--- config.mk ---
export PLATFORM = sky130hd
export DESIGN_NAME = cfg_scan_chain_flat
export DESIGN_NICKNAME = d
export VERILOG_FILES = /design/src/rtl/cfg_scan_chain_if.sv /design/src/rtl/cfg_scan_chain.sv /design/src/flat_wrapper.sv
export SDC_FILE = /design/constraint.sdc
export NUM_CORES = 1
export LEC_CHECK = 0
export BUFFER_PORTS_ARGS = -buffer_cell sky130_fd_sc_hd__buf_2
export CORE_MARGIN = 1
export CORE_UTILIZATION = 50
export DETAILED_ROUTE_END_ITERATION = 8
export PLACE_DENSITY = 0.73
export SYNTH_ARGS = -nofsm -noshare
export SYNTH_HDL_FRONTEND = slang
export SYNTH_SLANG_ARGS = --single-unit
--- constraint.sdc ---
create_clock -name CLK -period 2.2 [get_ports CLK]
set_input_delay 0.11 -clock CLK [delete_from_list [all_inputs] [get_ports CLK]]
set_output_delay 0.11 -clock CLK [all_outputs]
set_load 0.01 [all_outputs]
--- src/rtl/cfg_scan_chain_if.sv ---
// Port bundle for cfg_scan_chain: serial scan stream, frame control pulses and status.
// Handshake: COMMIT is the only transfer. It completes a frame only when READY is high
// and SCAN_EN is low. A COMMIT at any other time is dropped and ERR is raised.
interface cfg_scan_chain_if #(
    parameter int WIDTH = 16
);
    localparam int CNT_W = $clog2(WIDTH + 1);

    logic             SCAN_EN;
    logic             SCAN_IN;
    logic             SCAN_OUT;
    logic             COMMIT;
    logic             CAPTURE;
    logic             ERR_CLR;
    logic [WIDTH-1:0] CFG_OUT;
    logic             READY;
    logic             ERR;
    logic [CNT_W-1:0] BIT_CNT;
    logic [1:0]       DBG_STATE;

    modport master (
        output SCAN_EN, SCAN_IN, COMMIT, CAPTURE, ERR_CLR,
        input  SCAN_OUT, CFG_OUT, READY, ERR, BIT_CNT, DBG_STATE
    );

    modport slave (
        input  SCAN_EN, SCAN_IN, COMMIT, CAPTURE, ERR_CLR,
        output SCAN_OUT, CFG_OUT, READY, ERR, BIT_CNT, DBG_STATE
    );
endinterface

--- src/rtl/cfg_scan_chain.sv ---
// Configuration scan chain: serial shift register, atomic commit to a shadow register,
// readback capture and a sticky protocol-error flag. Every output comes from a flop.
module cfg_scan_chain #(
    parameter int               WIDTH       = 16,
    parameter logic [WIDTH-1:0] DEFAULT_CFG = '0
) (
    input logic             CLK,
    input logic             RESET,
    cfg_scan_chain_if.slave bus
);
    localparam int CNT_W = $clog2(WIDTH + 1);
    localparam logic [CNT_W-1:0] FULL_CNT = CNT_W'(WIDTH);

    localparam logic [1:0] ST_IDLE     = 2'b00;
    localparam logic [1:0] ST_SHIFTING = 2'b01;
    localparam logic [1:0] ST_FULL     = 2'b10;

    logic [WIDTH-1:0] shift_q, shift_d;
    logic [WIDTH-1:0] cfg_q, cfg_d;
    logic [CNT_W-1:0] cnt_q, cnt_d;
    logic [1:0]       state_q, state_d;
    logic             ready_q, ready_d;
    logic             err_q, err_d;
    logic             err_set;

    always_comb begin
        shift_d = shift_q;
        cfg_d   = cfg_q;
        cnt_d   = cnt_q;
        state_d = state_q;
        err_set = 1'b0;

        if (bus.SCAN_EN) begin
            // Shifting always wins. Shifts made while FULL pass the data on to the next tile.
            shift_d = {bus.SCAN_IN, shift_q[WIDTH-1:1]};
            if (cnt_q != FULL_CNT) begin
                cnt_d = cnt_q + CNT_W'(1);
            end
            state_d = (cnt_d == FULL_CNT) ? ST_FULL : ST_SHIFTING;
            err_set = bus.COMMIT | bus.CAPTURE;
        end else if (bus.COMMIT) begin
            if (state_q == ST_FULL) begin
                cfg_d   = shift_q;
                cnt_d   = '0;
                state_d = ST_IDLE;
            end else begin
                err_set = 1'b1;
            end
            if (bus.CAPTURE) begin
                err_set = 1'b1;
            end
        end else if (bus.CAPTURE) begin
            shift_d = cfg_q;
            cnt_d   = '0;
            state_d = ST_IDLE;
        end

        // A new error in the same cycle as ERR_CLR leaves the flag set.
        err_d   = err_set | (err_q & ~bus.ERR_CLR);
        ready_d = (state_d == ST_FULL);
    end

    always_ff @(posedge CLK) begin
        if (RESET) begin
            shift_q <= '0;
            cfg_q   <= DEFAULT_CFG;
            cnt_q   <= '0;
            state_q <= ST_IDLE;
            ready_q <= 1'b0;
            err_q   <= 1'b0;
        end else begin
            shift_q <= shift_d;
            cfg_q   <= cfg_d;
            cnt_q   <= cnt_d;
            state_q <= state_d;
            ready_q <= ready_d;
            err_q   <= err_d;
        end
    end

    assign bus.SCAN_OUT  = shift_q[0];
    assign bus.CFG_OUT   = cfg_q;
    assign bus.READY     = ready_q;
    assign bus.ERR       = err_q;
    assign bus.BIT_CNT   = cnt_q;
    assign bus.DBG_STATE = state_q;
endmodule

--- src/flat_wrapper.sv ---
// flat-port wrapper written by rule: the top's interface ports become plain ports
module cfg_scan_chain_flat 
#(
    parameter int               WIDTH       = 16,
    parameter logic [WIDTH-1:0] DEFAULT_CFG = '0
)
  (CLK, RESET, bus_SCAN_EN, bus_SCAN_IN, bus_COMMIT, bus_CAPTURE, bus_ERR_CLR, bus_SCAN_OUT, bus_CFG_OUT, bus_READY, bus_ERR, bus_BIT_CNT, bus_DBG_STATE);
  cfg_scan_chain_if #(.WIDTH(WIDTH)) bus_i ();
  input logic CLK;
  input logic RESET;
  input wire logic [$bits(bus_i.SCAN_EN)-1:0] bus_SCAN_EN;
  input wire logic [$bits(bus_i.SCAN_IN)-1:0] bus_SCAN_IN;
  input wire logic [$bits(bus_i.COMMIT)-1:0] bus_COMMIT;
  input wire logic [$bits(bus_i.CAPTURE)-1:0] bus_CAPTURE;
  input wire logic [$bits(bus_i.ERR_CLR)-1:0] bus_ERR_CLR;
  output wire logic [$bits(bus_i.SCAN_OUT)-1:0] bus_SCAN_OUT;
  output wire logic [$bits(bus_i.CFG_OUT)-1:0] bus_CFG_OUT;
  output wire logic [$bits(bus_i.READY)-1:0] bus_READY;
  output wire logic [$bits(bus_i.ERR)-1:0] bus_ERR;
  output wire logic [$bits(bus_i.BIT_CNT)-1:0] bus_BIT_CNT;
  output wire logic [$bits(bus_i.DBG_STATE)-1:0] bus_DBG_STATE;
  assign bus_i.SCAN_EN = bus_SCAN_EN;
  assign bus_i.SCAN_IN = bus_SCAN_IN;
  assign bus_i.COMMIT = bus_COMMIT;
  assign bus_i.CAPTURE = bus_CAPTURE;
  assign bus_i.ERR_CLR = bus_ERR_CLR;
  assign bus_SCAN_OUT = bus_i.SCAN_OUT;
  assign bus_CFG_OUT = bus_i.CFG_OUT;
  assign bus_READY = bus_i.READY;
  assign bus_ERR = bus_i.ERR;
  assign bus_BIT_CNT = bus_i.BIT_CNT;
  assign bus_DBG_STATE = bus_i.DBG_STATE;
  cfg_scan_chain #(.WIDTH(WIDTH), .DEFAULT_CFG(DEFAULT_CFG)) u_core (.CLK(CLK), .RESET(RESET), .bus(bus_i));
endmodule
== Word level (Yosys, flattened, before mapping) ==
Cells that the tools add are included.

* Bits in registers: 41
* Output and inout bits: 26
* Word-level logic and storage cells: 41

* Add/sub/neg operators: 1
* Equality and inequality tests: 6
* Muxes and demuxes: 18
* Bitwise gates (word level): 5
* Reductions and logical operators: 5

{| class="wikitable"
|+ Operators by type and width
! operator !! number
|-
| $mux W16 || 3
|-
| $mux W5 || 6
|-
| $mux W2 || 5
|-
| $add A5 B1 Y5 const B || 1
|-
| $eq A5 B5 Y1 const B || 1
|-
| $ne A5 B5 Y1 const B || 1
|-
| $eq A2 B2 Y1 const B || 2
|-
| $mux W1 || 4
|-
| $reduce_and A2 Y1 || 2
|-
| $ne A3 B2 Y1 const B || 1
|-
| $reduce_and A3 Y1 || 1
|-
| $reduce_bool A3 Y1 || 1
|-
| $ne A2 B2 Y1 const B || 1
|-
| $not A1 Y1 || 2
|-
| $or A1 B1 Y1 || 2
|-
| $reduce_bool A2 Y1 || 1
|-
| $and A1 B1 Y1 || 1
|}

== Logic depth before layout (Yosys ltp) ==
Gate-level depths: netlist of run 1.

* Depth after elaboration: 7
* Gate-level depth with buffers: 7

== Worst setup path after synthesis of run 1 ==
Ideal clock, no wire load.

* Kind: flip-flop to flip-flop
* Start point: register u_core.cnt_q[0] (netlist: u_core.bus.BIT_CNT[0])
* End point: register u_core.state_q[0] (netlist: u_core.bus.DBG_STATE[0])
* Library setup time: 0.131 ns
* Data arrival time: 1.375 ns
* Path slack: 0.693 ns
* Stages on the path, launching flop included: 7
* Buffers on the path: 0
* Period minus slack after synthesis: 1.507 ns
* Path through: dfxtp_1 > inv_1 > ha_1 > a211oi_1 > a211o_1 > o2111ai_1 > nor3b_1

* Longest elaborated chain between the ends: 6
* Elaborated cells on any way between the ends: 7
* Those cells by class: 1 x add/sub; 2 x eq/ne; 4 x mux

{| class="wikitable"
|+ RTL lines
! item !! RTL line !! text
|-
| start: declaration || cfg_scan_chain.sv:20 || <nowiki>logic [CNT_W-1:0] cnt_q, cnt_d;</nowiki>
|-
| start signal: assignment || cfg_scan_chain.sv:74 || <nowiki>cnt_q <= cnt_d;</nowiki>
|-
| $add A5 B1 Y5 or $ne A5 B5 Y1 (tied branches) || cfg_scan_chain.sv:37, cfg_scan_chain.sv:36 ||
|-
| $mux W5 (*) || cfg_scan_chain.sv:36 || <nowiki>if (cnt_q != FULL_CNT) begin</nowiki>
|-
| $mux W5 (*) || cfg_scan_chain.sv:33 || <nowiki>if (bus.SCAN_EN) begin</nowiki>
|-
| $eq A5 B5 Y1 (*) || cfg_scan_chain.sv:39 || <nowiki>state_d = (cnt_d == FULL_CNT) ? ST_FULL : ST_SHIFTING;</nowiki>
|-
| $mux W2 (*) || cfg_scan_chain.sv:39 ||
|-
| $mux W2 (*) || cfg_scan_chain.sv:33 ||
|-
| end signal: assignment || cfg_scan_chain.sv:75 || <nowiki>state_q <= state_d;</nowiki>
|-
| end: declaration || cfg_scan_chain.sv:21 || <nowiki>logic [1:0] state_q, state_d;</nowiki>
|}

Every way passes the cells marked *; elsewhere a longest branch is shown, timed or not. The select of a mux whose other input is x is not followed.
A chain may end at the register's enable or synchronous reset.

== Final worst setup path of run 1 ==
Same ends and word-level chain as after synthesis.

==> impl_metrics.py, run 1 <==
metrics = {
    "timing": {
        "relSlewSlack_pct": 60.2,
        "final_max_slew_viol_count": 0,
        "clock_skew_ns": 0.00574,
        "finalHoldViolCount": 0,
        "worst_slack_ns": 0.496,
        "finalCritPeriodShare_pct": 77.5,
        "final.min_clock_period_ns": 1.70,
        "hold_slack_ns": 0.0996,
        "clock.fmax_ghz": 0.587,
        "worst_pin_slew_ns": 0.597,
        "rsz0062_at_grt": "no",
        "setup_violations": 0,
        "tns_ns": 0,
    },
    "worst_setup_path": {
        "worst_ep_required_time_ns": 2.42,
        "r2r_start": "u_core.bus.BIT_CNT[0]",
        "r2r-end": "u_core.bus.DBG_STATE[0]",
        "cp.arrival_ns": 1.92,
        "path_class": "flip-flop to flip-flop",
        "reg2regPathDepth": 6,
        "reg2reg_slack_ns": 0.50,
        "crit_path_start_kind": "flip-flop",
        "end_kind": "flip-flop",
        "cp_max_fo": 8,
    },
    "synth": {
        "synth-adder-area-share_pct": 1.37,
        "synth_top_family_by_area": "simple AND/OR/NAND/NOR gates",
        "avgSynthCellArea_um2": 8.18,
        "ys_warn_count": 0,
        "synth_edf_count": 0,
        "synthSimpleGateAreaFrac_pct": 20.5,
        "ys_types": 34,
        "syn_inst": 224,
        "seq_area_frac_synth_pct": 44.8,
        "synth-async-reset-ratio_pct": 0,
        "synth_ff_type": "dfxtp_1",
        "synth-seq-cells": 41,
        "synth_mux_area_share_pct": 8.74,
        "synth_xor_area_share_pct": 0.478,
        "syn-num-nets": 233,
        "netlist_area_um2": 1830,
        "synth_compound_area_share_pct": 18.4,
    },
    "die": {
        "die-area_um2": 3910,
        "start_util_pct": 53.7,
        "rows": 21,
        "coreArea_um2": 3420,
        "die-width_um": 62.5,
        "io_pins": 33,
        "fp.dieH_um": 62.5,
    },
    "drt": {
        "drtPass1Iterations": 4,
        "finalWirelength_mm": 3.64,
        "vias": 1567,
        "first_iter_violations": 174,
        "final_antenna_net_count": 0,
        "vias_per_cell": 5.22,
        "wl_per_cell_um": 12.1,
        "remaining_drc_errors": 0,
    },
    "layout": {
        "final_nets": 262,
        "syn2layout_area_growth_pct": 13.5,
        "fin_cells": 300,
        "drive_above_1_share_pct": 18.9,
        "num_antenna_cells": 0,
        "postLayoutCellArea_um2": 2080,
    },
    "cts": {
        "cts_tree": "done",
        "post_cts_resized": 0,
        "clockBufferDepth": 2,
        "htree_levels": 2,
        "cts_setup_buffers": 0,
        "cts_hold_buffers": 1,
        "clk_pin_slew_ns": 0.12,
        "cts.sinks": 41,
        "clk_latency_ns": 0.35,
        "cts_made_buffers": 5,
        "cts_root_buffer": "clkbuf_4",
    },
    "global_routing": {
        "first_global_vias": 1438,
        "overflow": 0,
        "antenna_found_initial": 0,
        "grt_pass1_wl_mm": 6.22,
        "grtUsageTotal_pct": 20.0,
        "grt_max_degree": 35,
    },
    "worst_hold_path": {
        "hold_end": "u_core.bus.READY",
        "min_path_cells": 4,
        "hold_path.class": "input pin to flip-flop",
        "hold_start": "bus_CAPTURE",
    },
    "placed_design": {
        "portBuffers": 32,
        "place_congestion": 0.773,
        "dpl_worst_slack_ns": 0.535,
        "placed_area_um2": 2010,
        "post-place-cells": 290,
        "hpwl_mm": 2.34,
    },
    "job": {
        "cap_violations": 0,
    },
    "power_and_ir_drop": {
        "p_leak_nw": 0.816,
        "vdd_drop_max_mv": 0.324,
        "power_density_nw_per_um2": 588,
    },
    "outcome": {
        "status": "finished, final reports clean",
    },
}
## layout by cell type, fill, tap and decap left out, drive strengths merged, types with 2 or more instances in the layout
cell and n:
nor2b 5, a211oi 4, dfxtp 41, ha 2, buf 37, a41oi 2, inv 6, clkinv 2
nor3b 2, a21oi 37, nor3 2, o21ai 4, mux2i 16, nand2 34, nand3b 2, nor2 36
clkbuf 5, nand3 2, a211o 2, dlygate4sd3 2
## power breakdown
part / switching, mW / internal (mW) / total [mW]
Clock: 0.247 / 0.121 / 0.367
Sequential: 0.00981 / 0.750 / 0.760
Combinational: 0.0601 / 0.0372 / 0.0974
## state kept, by name (all words and copies together), names as in the netlist
name,count
u_core.bus.ERR,1
u_core.bus.DBG_STATE,2
u_core.bus.BIT_CNT,5
u_core.bus.CFG_OUT,16
u_core.bus.READY,1
u_core.shift_q,16
## synthesized netlist by cell type (all sizes together) (2+ instances only)
library cell,instances,area (um2)
nand2,34,128
nor2b,5,33.8
nand3,2,10.0
buf,6,40.0
clkbuf,11,42.5
a41oi,2,17.5
o21ai,4,20.0
nor3,2,21.3
ha,2,25.0
inv,6,22.5
a211oi,4,30.0
dfxtp,41,821
a211o,2,17.5
a21oi,37,185
nor2,36,135
nand3b,2,15.0
mux2i,16,160
nor3b,2,15.0
## layer usage
layer | global-route usage [%] | up-vias | wire (um)
met2 | 32.6 | 31 | 1630
li1 | - | 818 | -
met1 | 25.9 | 713 | 1850
met5 | 0 | - | 0
met3 | 3.83 | 5 | 119
met4 | 7.85 | 0 | 44
## worst max-delay path by stage
stage	start	end	slack (ns)	cells after the start
global route	u_core.bus.BIT_CNT[0]	u_core.bus.DBG_STATE[0]	0.39	6
detailed placement	u_core.bus.BIT_CNT[0]	u_core.bus.DBG_STATE[0]	0.54	6
CTS	u_core.bus.BIT_CNT[0]	u_core.bus.DBG_STATE[0]	0.52	6
global placement	u_core.bus.BIT_CNT[0]	u_core.bus.DBG_STATE[0]	0.65	6
finish	u_core.bus.BIT_CNT[0]	u_core.bus.DBG_STATE[0]	0.50	6
floorplan	u_core.bus.BIT_CNT[0]	u_core.bus.DBG_STATE[0]	0.69	6
## through the flow
stage               power [mW]  util, %
floorplan                0.845        -
global placement         0.869     58.7
detailed placement       0.870     58.7
CTS                       1.23     60.6
global route              1.28     60.9
finish                    1.22     60.9
## layout make-up
type / instances / area [um2]
inverters: 6 / 22.5
clock buffers: 5 / 37.5
well taps: 46 / 57.6
flip-flops and latches: 41 / 821
clock inverters: 3 / 17.5
fillers: 337 / 1340
multi-input cells: 160 / 907
repair buffers: 39 / 218
## cells by family after synthesis
| logic type | Yosys count |
|---|---|
| XOR/XNOR | 1 |
| flip-flops | 41 |
| adder cells (fa/ha/maj) | 2 |
| AND/OR/NAND/NOR | 86 |
| multiplexers | 16 |
| AO/OA/AOI/OAI | 55 |
| buffers and inverters | 23 |
## worst max-delay path, cell delays in order, from the launching register on
cell	delay, ns
dfxtp_1	0.40
inv_1	0.10
ha_1	0.18
inv_1	0.05
nor4_1	0.44
o2111ai_1	0.22
nor3b_1	0.19
No activity file was read; power rests on OpenSTA's default activity.
==> inputs of run 2 (changes only) <==
--- a/config.mk
+++ b/config.mk
@@ -5,6 +5,7 @@
 export SDC_FILE = /design/constraint.sdc
 export NUM_CORES = 1
 export LEC_CHECK = 0
+export ABC_AREA = 1
 export BUFFER_PORTS_ARGS = -buffer_cell sky130_fd_sc_hd__buf_2
 export CORE_MARGIN = 1
 export CORE_UTILIZATION = 50
==> constraint.sdc (replaced) <==
create_clock -name CLK -period 1.8 [get_ports CLK]
set_input_delay 0.09 -clock CLK [delete_from_list [all_inputs] [get_ports CLK]]
set_output_delay 0.09 -clock CLK [all_outputs]
set_load 0.01 [all_outputs]
==> impl_metrics.py, run 2 <==
metrics = {
    "worst_setup_path": {
        "path_class": "flip-flop to flip-flop",
        "crit_path_start_kind": "flip-flop",
        "cp_max_fo": 32,
        "r2r_start": "u_core.bus.DBG_STATE[0]",
        "cp.arrival_ns": 1.73,
        "worst_ep_required_time_ns": 2.00,
        "end_kind": "flip-flop",
        "max_stage_delay_ns": 0.48,
        "r2r-end": "u_core.bus.CFG_OUT[11]",
        "cp_num_buf_inv": 0,
        "crit_chain": "nor2_2 -> nand3_2 -> o21ai_1 -> a21oi_1",
        "reg2regPathDepth": 4,
        "critPathTopFamily": "simple AND/OR/NAND/NOR gates",
        "reg2reg_slack_ns": 0.27,
        "slowest_stage": "nand3_2",
    },
    "timing": {
        "rsz0062_at_grt": "no",
        "finalHoldViolCount": 0,
        "clock_skew_ns": 0.00512,
        "worst_pin_slew_ns": 0.595,
        "final_max_slew_viol_count": 0,
        "finalCritPeriodShare_pct": 84.8,
        "clock.fmax_ghz": 0.655,
        "relSlewSlack_pct": 60.3,
        "worst_slack_ns": 0.273,
        "setup_violations": 0,
        "final.min_clock_period_ns": 1.53,
        "tns_ns": 0,
    },
    "global_routing": {
        "gr-usage-met2_pct": 29.3,
        "use_met1_pct": 27.2,
        "antenna_found_initial": 0,
        "grt_max_degree": 33,
        "top_usage_layer": "met2",
        "grtUsageTotal_pct": 19.5,
        "first_global_vias": 1249,
        "grtUsageMet3_pct": 4.41,
        "overflow": 0,
        "grt_pass1_wl_mm": 5.42,
    },
    "worst_hold_path": {
        "hold_start": "bus_ERR_CLR",
        "min_path_cells": 4,
        "hold_end": "u_core.bus.ERR",
        "hold_path.class": "input pin to flip-flop",
    },
    "layout": {
        "syn2layout_area_growth_pct": 13.1,
        "final_common_cell": "nand2_1",
        "drive_above_1_share_pct": 20.4,
        "final_nets": 279,
        "postLayoutCellArea_um2": 1990,
        "num_antenna_cells": 0,
        "fillers": 350,
        "fin_cells": 316,
        "final_cell_mix": "nand2_1 (58), dfxtp_1 (41), buf_2 (32)",
    },
    "cts": {
        "cts_made_buffers": 5,
        "htree_levels": 2,
        "post_cts_resized": 0,
        "cts_hold_buffers": 0,
        "cts.sinks": 41,
        "clk_latency_ns": 0.33,
        "clk_pin_slew_ns": 0.11,
        "clockBufferDepth": 2,
        "cts_root_buffer": "clkbuf_4",
        "cts_setup_buffers": 0,
        "cts_tree": "done",
    },
    "synth": {
        "ys_warn_count": 0,
        "seq_area_frac_synth_pct": 46.6,
        "synth_edf_count": 0,
        "yosys.area.top_type": "dfxtp_1",
        "synth-async-reset-ratio_pct": 0,
        "synth-seq-cells": 41,
        "synth_most_common_cell": "nand2_1",
        "syn_inst": 240,
        "netlist_area_um2": 1760,
        "syn-num-nets": 249,
        "synth_ff_type": "dfxtp_1",
        "ys_types": 22,
        "synth_area_leaders": "dfxtp_1 (47%), nand2_1 (12%), o21ai_1 (8.2%), a21oi_1 (6.3%), a31oi_1 (6.0%)",
        "synth_top_cell_area_share_pct": 46.6,
        "avgSynthCellArea_um2": 7.34,
        "netlist_top_cells_count": "nand2_1 (58), dfxtp_1 (41), o21ai_1 (29), inv_1 (27), a21oi_1 (22)",
    },
    "die": {
        "start_util_pct": 52.3,
        "die-area_um2": 3760,
        "coreArea_um2": 3360,
        "rows": 21,
        "io_pins": 33,
        "die-width_um": 61.3,
        "fp.dieH_um": 61.3,
    },
    "placed_design": {
        "hpwl_mm": 2.31,
        "portBuffers": 32,
        "place_congestion": 0.824,
        "dpl_worst_slack_ns": 0.280,
        "post-place-cells": 309,
        "placed_area_um2": 1940,
    },
    "power_and_ir_drop": {
        "vdd_drop_max_mv": 0.535,
        "power_density_nw_per_um2": 781,
        "p_leak_nw": 0.840,
    },
    "drt": {
        "remaining_drc_errors": 0,
        "vias_per_cell": 5.12,
        "first_iter_violations": 90,
        "vias": 1619,
        "finalWirelength_mm": 3.42,
        "final_antenna_net_count": 0,
        "drtPass1Iterations": 5,
        "wl_per_cell_um": 10.8,
    },
    "job": {
        "cap_violations": 0,
    },
    "outcome": {
        "status": "finished, final reports clean",
    },
}
[run 2: changes by cell type after synthesis, sizes merged, moves of 5 or more]
cell,delta
o21ai,+29
nor2,-28
nand2,+27
inv,+26
a31oi,+17
mux2i,-16
a21oi,-15
clkbuf,-9
buf,+5
nand3,+5
nor2b,-5
[run 2: metrics by stage]
stage	hold WS [ns]	power, mW	util [%]
floorplan	0.250	1.08	-
global placement	0.372	1.12	57.6
detailed placement	0.386	1.12	57.6
CTS	0.0190	1.57	59.2
global route	0.0277	1.64	59.2
finish	0.0245	1.56	59.2
[run 2: area by class of cell]
class | count | area, um2 | share of cell area (%)
flip-flops and latches | 41 | 821 | 41.2
multi-input cells | 153 | 744 | 37.4
repair buffers | 36 | 190 | 9.55
inverters | 33 | 124 | 6.22
well taps | 46 | 57.6 | 2.89
clock buffers | 7 | 55.1 | 2.76
[run 2: logic make-up (layout without fill, tap and decap cells)]
logic type | count (synthesis) | in the layout | share of synthesized area, %
AOI/OAI and AO/OA | 73 | 73 | 22.3
buffers and inverters | 46 | 76 | 11.1
and+or+nand+nor | 78 | 78 | 18.6
adders and majority gates | 2 | 2 | 1.42
DFF | 41 | 41 | 46.6
[run 2: worst max-delay path by stage]
stage,from,to,slack [ns],cells past startpoint
after CTS,u_core.bus.DBG_STATE[0],u_core.bus.CFG_OUT[15],0.27,4
after global placement,u_core.bus.DBG_STATE[0],u_core.bus.CFG_OUT[15],0.33,4
after global routing,u_core.bus.DBG_STATE[0],u_core.bus.CFG_OUT[15],0.07,4
after floorplan,u_core.bus.BIT_CNT[0],u_core.bus.DBG_STATE[0],0.43,12
final,u_core.bus.DBG_STATE[0],u_core.bus.CFG_OUT[11],0.27,4
after detailed placement,u_core.bus.DBG_STATE[0],u_core.bus.CFG_OUT[15],0.28,4
[run 2: worst register-to-register path, delay by kind of cell (launching register included)]
kind / cells / cell delay, ns
and+or+nand+nor: 2 / 0.64
AOI/OAI and AO/OA: 2 / 0.40
DFF: 1 / 0.35
[run 2: metal layers]
metal | routed length [um] | vias up
met5 | 0 | -
met4 | 36 | 0
met3 | 176 | 4
met2 | 1510 | 39
met1 | 1700 | 724
li1 | - | 852
[run 2: power breakdown]
group / total [mW] / switching [mW] / internal, mW
logic: 0.142 / 0.0897 / 0.0519
clock network: 0.453 / 0.268 / 0.185
registers: 0.961 / 0.0248 / 0.936
total: 1.56 / 0.383 / 1.17
==> inputs of run 3 (changes only) <==
==> constraint.sdc (replaced) <==
create_clock -name CLK -period 1.6 [get_ports CLK]
set_input_delay 0.08 -clock CLK [delete_from_list [all_inputs] [get_ports CLK]]
set_output_delay 0.08 -clock CLK [all_outputs]
set_load 0.01 [all_outputs]
==> impl_metrics.py, run 3 (synthesized netlist as in run 2, its figures left out) <==
metrics = {
    "layout": {
        "num_antenna_cells": 0,
        "final_nets": 282,
        "final_common_cell": "nand2_1",
        "multiInputGateArea_um2": 744,
        "fillers": 323,
        "drive_above_1_share_pct": 21.5,
        "syn2layout_area_growth_pct": 15.3,
        "fin_util_pct": 60.3,
        "final_cell_mix": "nand2_1 (58), dfxtp_1 (41), buf_2 (32)",
        "seq_area_um2": 821,
    },
    "worst_hold_path": {
        "hold_start": "bus_SCAN_IN",
        "hold_path.class": "input pin to flip-flop",
        "min_path_cells": 3,
    },
    "timing": {
        "finalHoldViolCount": 0,
        "tns_ns": 0,
        "final.min_clock_period_ns": 1.41,
        "finalCritPeriodShare_pct": 87.9,
        "rsz0062_at_grt": "no",
        "worst_pin_slew_ns": 0.390,
        "setup_violations": 0,
        "final_max_slew_viol_count": 0,
        "clock.fmax_ghz": 0.711,
        "clock_skew_ns": 0.0140,
        "relSlewSlack_pct": 73.9,
    },
    "global_routing": {
        "grtUsageTotal_pct": 19.9,
        "antenna_found_initial": 0,
        "overflow": 0,
        "first_global_vias": 1273,
        "grt_max_degree": 33,
        "grt_pass1_wl_mm": 5.60,
    },
    "cts": {
        "cts_setup_buffers": 0,
        "cts_hold_buffers": 1,
        "post_cts_resized": 0,
        "cts_tree": "done",
        "cts_root_buffer": "clkbuf_4",
        "clockBufferDepth": 2,
        "cts_made_buffers": 5,
        "clk_pin_slew_ns": 0.13,
        "htree_levels": 2,
        "clk_latency_ns": 0.34,
        "cts.sinks": 41,
    },
    "outcome": {
        "status": "finished, final reports clean",
    },
    "die": {
        "fp.dieH_um": 61.3,
        "die-width_um": 61.3,
        "io_pins": 33,
        "coreArea_um2": 3360,
        "rows": 21,
        "start_util_pct": 52.3,
        "die-area_um2": 3760,
    },
    "worst_setup_path": {
        "r2r_start": "u_core.bus.BIT_CNT[0]",
        "cp_max_fo": 7,
        "cp.arrival_ns": 1.70,
        "end_kind": "flip-flop",
        "cpMostUsedCell": "nand2_1",
        "worst_ep_required_time_ns": 1.90,
        "crit_chain": "inv_1 -> ha_1 -> nand2_1 -> inv_1 -> nand2_2 -> nand2_1 -> nand2_1 -> inv_2 -> nor2_2 -> nand2_2 -> o21ai_2 -> nand2_1 -> inv_1",
        "slowest_stage": "dfxtp_1",
        "crit_path_start_kind": "flip-flop",
        "reg2regPathDepth": 13,
        "max_stage_delay_ns": 0.45,
        "path_class": "flip-flop to flip-flop",
        "cp-startpoint": "u_core.bus.BIT_CNT[0]",
    },
    "power_and_ir_drop": {
        "vdd_drop_max_mv": 0.904,
        "p_leak_nw": 0.859,
        "power_density_nw_per_um2": 852,
    },
    "drt": {
        "drtPass1Iterations": 4,
        "first_iter_violations": 81,
        "wl_per_cell_um": 10.6,
        "finalWirelength_mm": 3.39,
        "vias_per_cell": 4.93,
        "vias": 1578,
        "remaining_drc_errors": 0,
        "final_antenna_net_count": 0,
    },
    "placed_design": {
        "portBuffers": 32,
        "place_congestion": 0.791,
        "hpwl_mm": 2.32,
    },
    "job": {
        "cap_violations": 0,
    },
}
run 3: through the flow:
stage	hold slack, ns	power (mW)	setup WS, ns	instances	area, um2
finish	0.0170	1.73	0.194	320	2030
global placement	0.362	1.26	0.242	311	1960
detailed placement	0.372	1.26	0.205	311	1960
global route	0.00367	1.83	0.0306	320	2030
floorplan	0.240	1.22	0.234	240	1760
CTS	0.0115	1.75	0.186	320	2030
run 3: path summary, 6_finish.rpt:
path	to	slack, ns
setup / recovery	u_core.bus.READY	0.19
hold / removal	u_core.shift_q[15]	0.02
setup reg to reg	u_core.bus.READY	0.19
hold reg to reg	u_core.bus.CFG_OUT[8]	0.47
run 3: power by group:
| group | leakage [nW] | switching (mW) | internal, mW | total [mW] |
|---|---|---|---|---|
| registers | 0.334 | 0.0274 | 1.05 | 1.08 |
| logic | 0.494 | 0.101 | 0.0613 | 0.163 |
| clock network | 0.0310 | 0.320 | 0.166 | 0.486 |
run 3: layout make-up:
cell class | instances | share of cell area (%)
repair buffers | 39 | 11.2
flip-flops and latches | 41 | 40.4
clock inverters | 3 | 0.863
clock buffers | 5 | 1.85
inverters | 33 | 6.10
well taps | 46 | 2.84
multi-input cells | 153 | 36.7
run 3: layer usage:
metal / global-route usage (%) / vias up / wire length (um)
met4: 4.44 / 0 / 18
li1: - / 855 / -
met5: 0 / - / 0
met1: 27.6 / 692 / 1690
met3: 5.88 / 2 / 132
met2: 30.7 / 29 / 1550
run 3: critical path, delay by kind of cell (launching register included):
kind | cells | cell delay (ns)
buffers and inverters | 4 | 0.23
flip-flops | 1 | 0.45
AO/OA/AOI/OAI | 1 | 0.05
AND/OR/NAND/NOR | 7 | 0.45
adder cells (fa/ha/maj) | 1 | 0.19
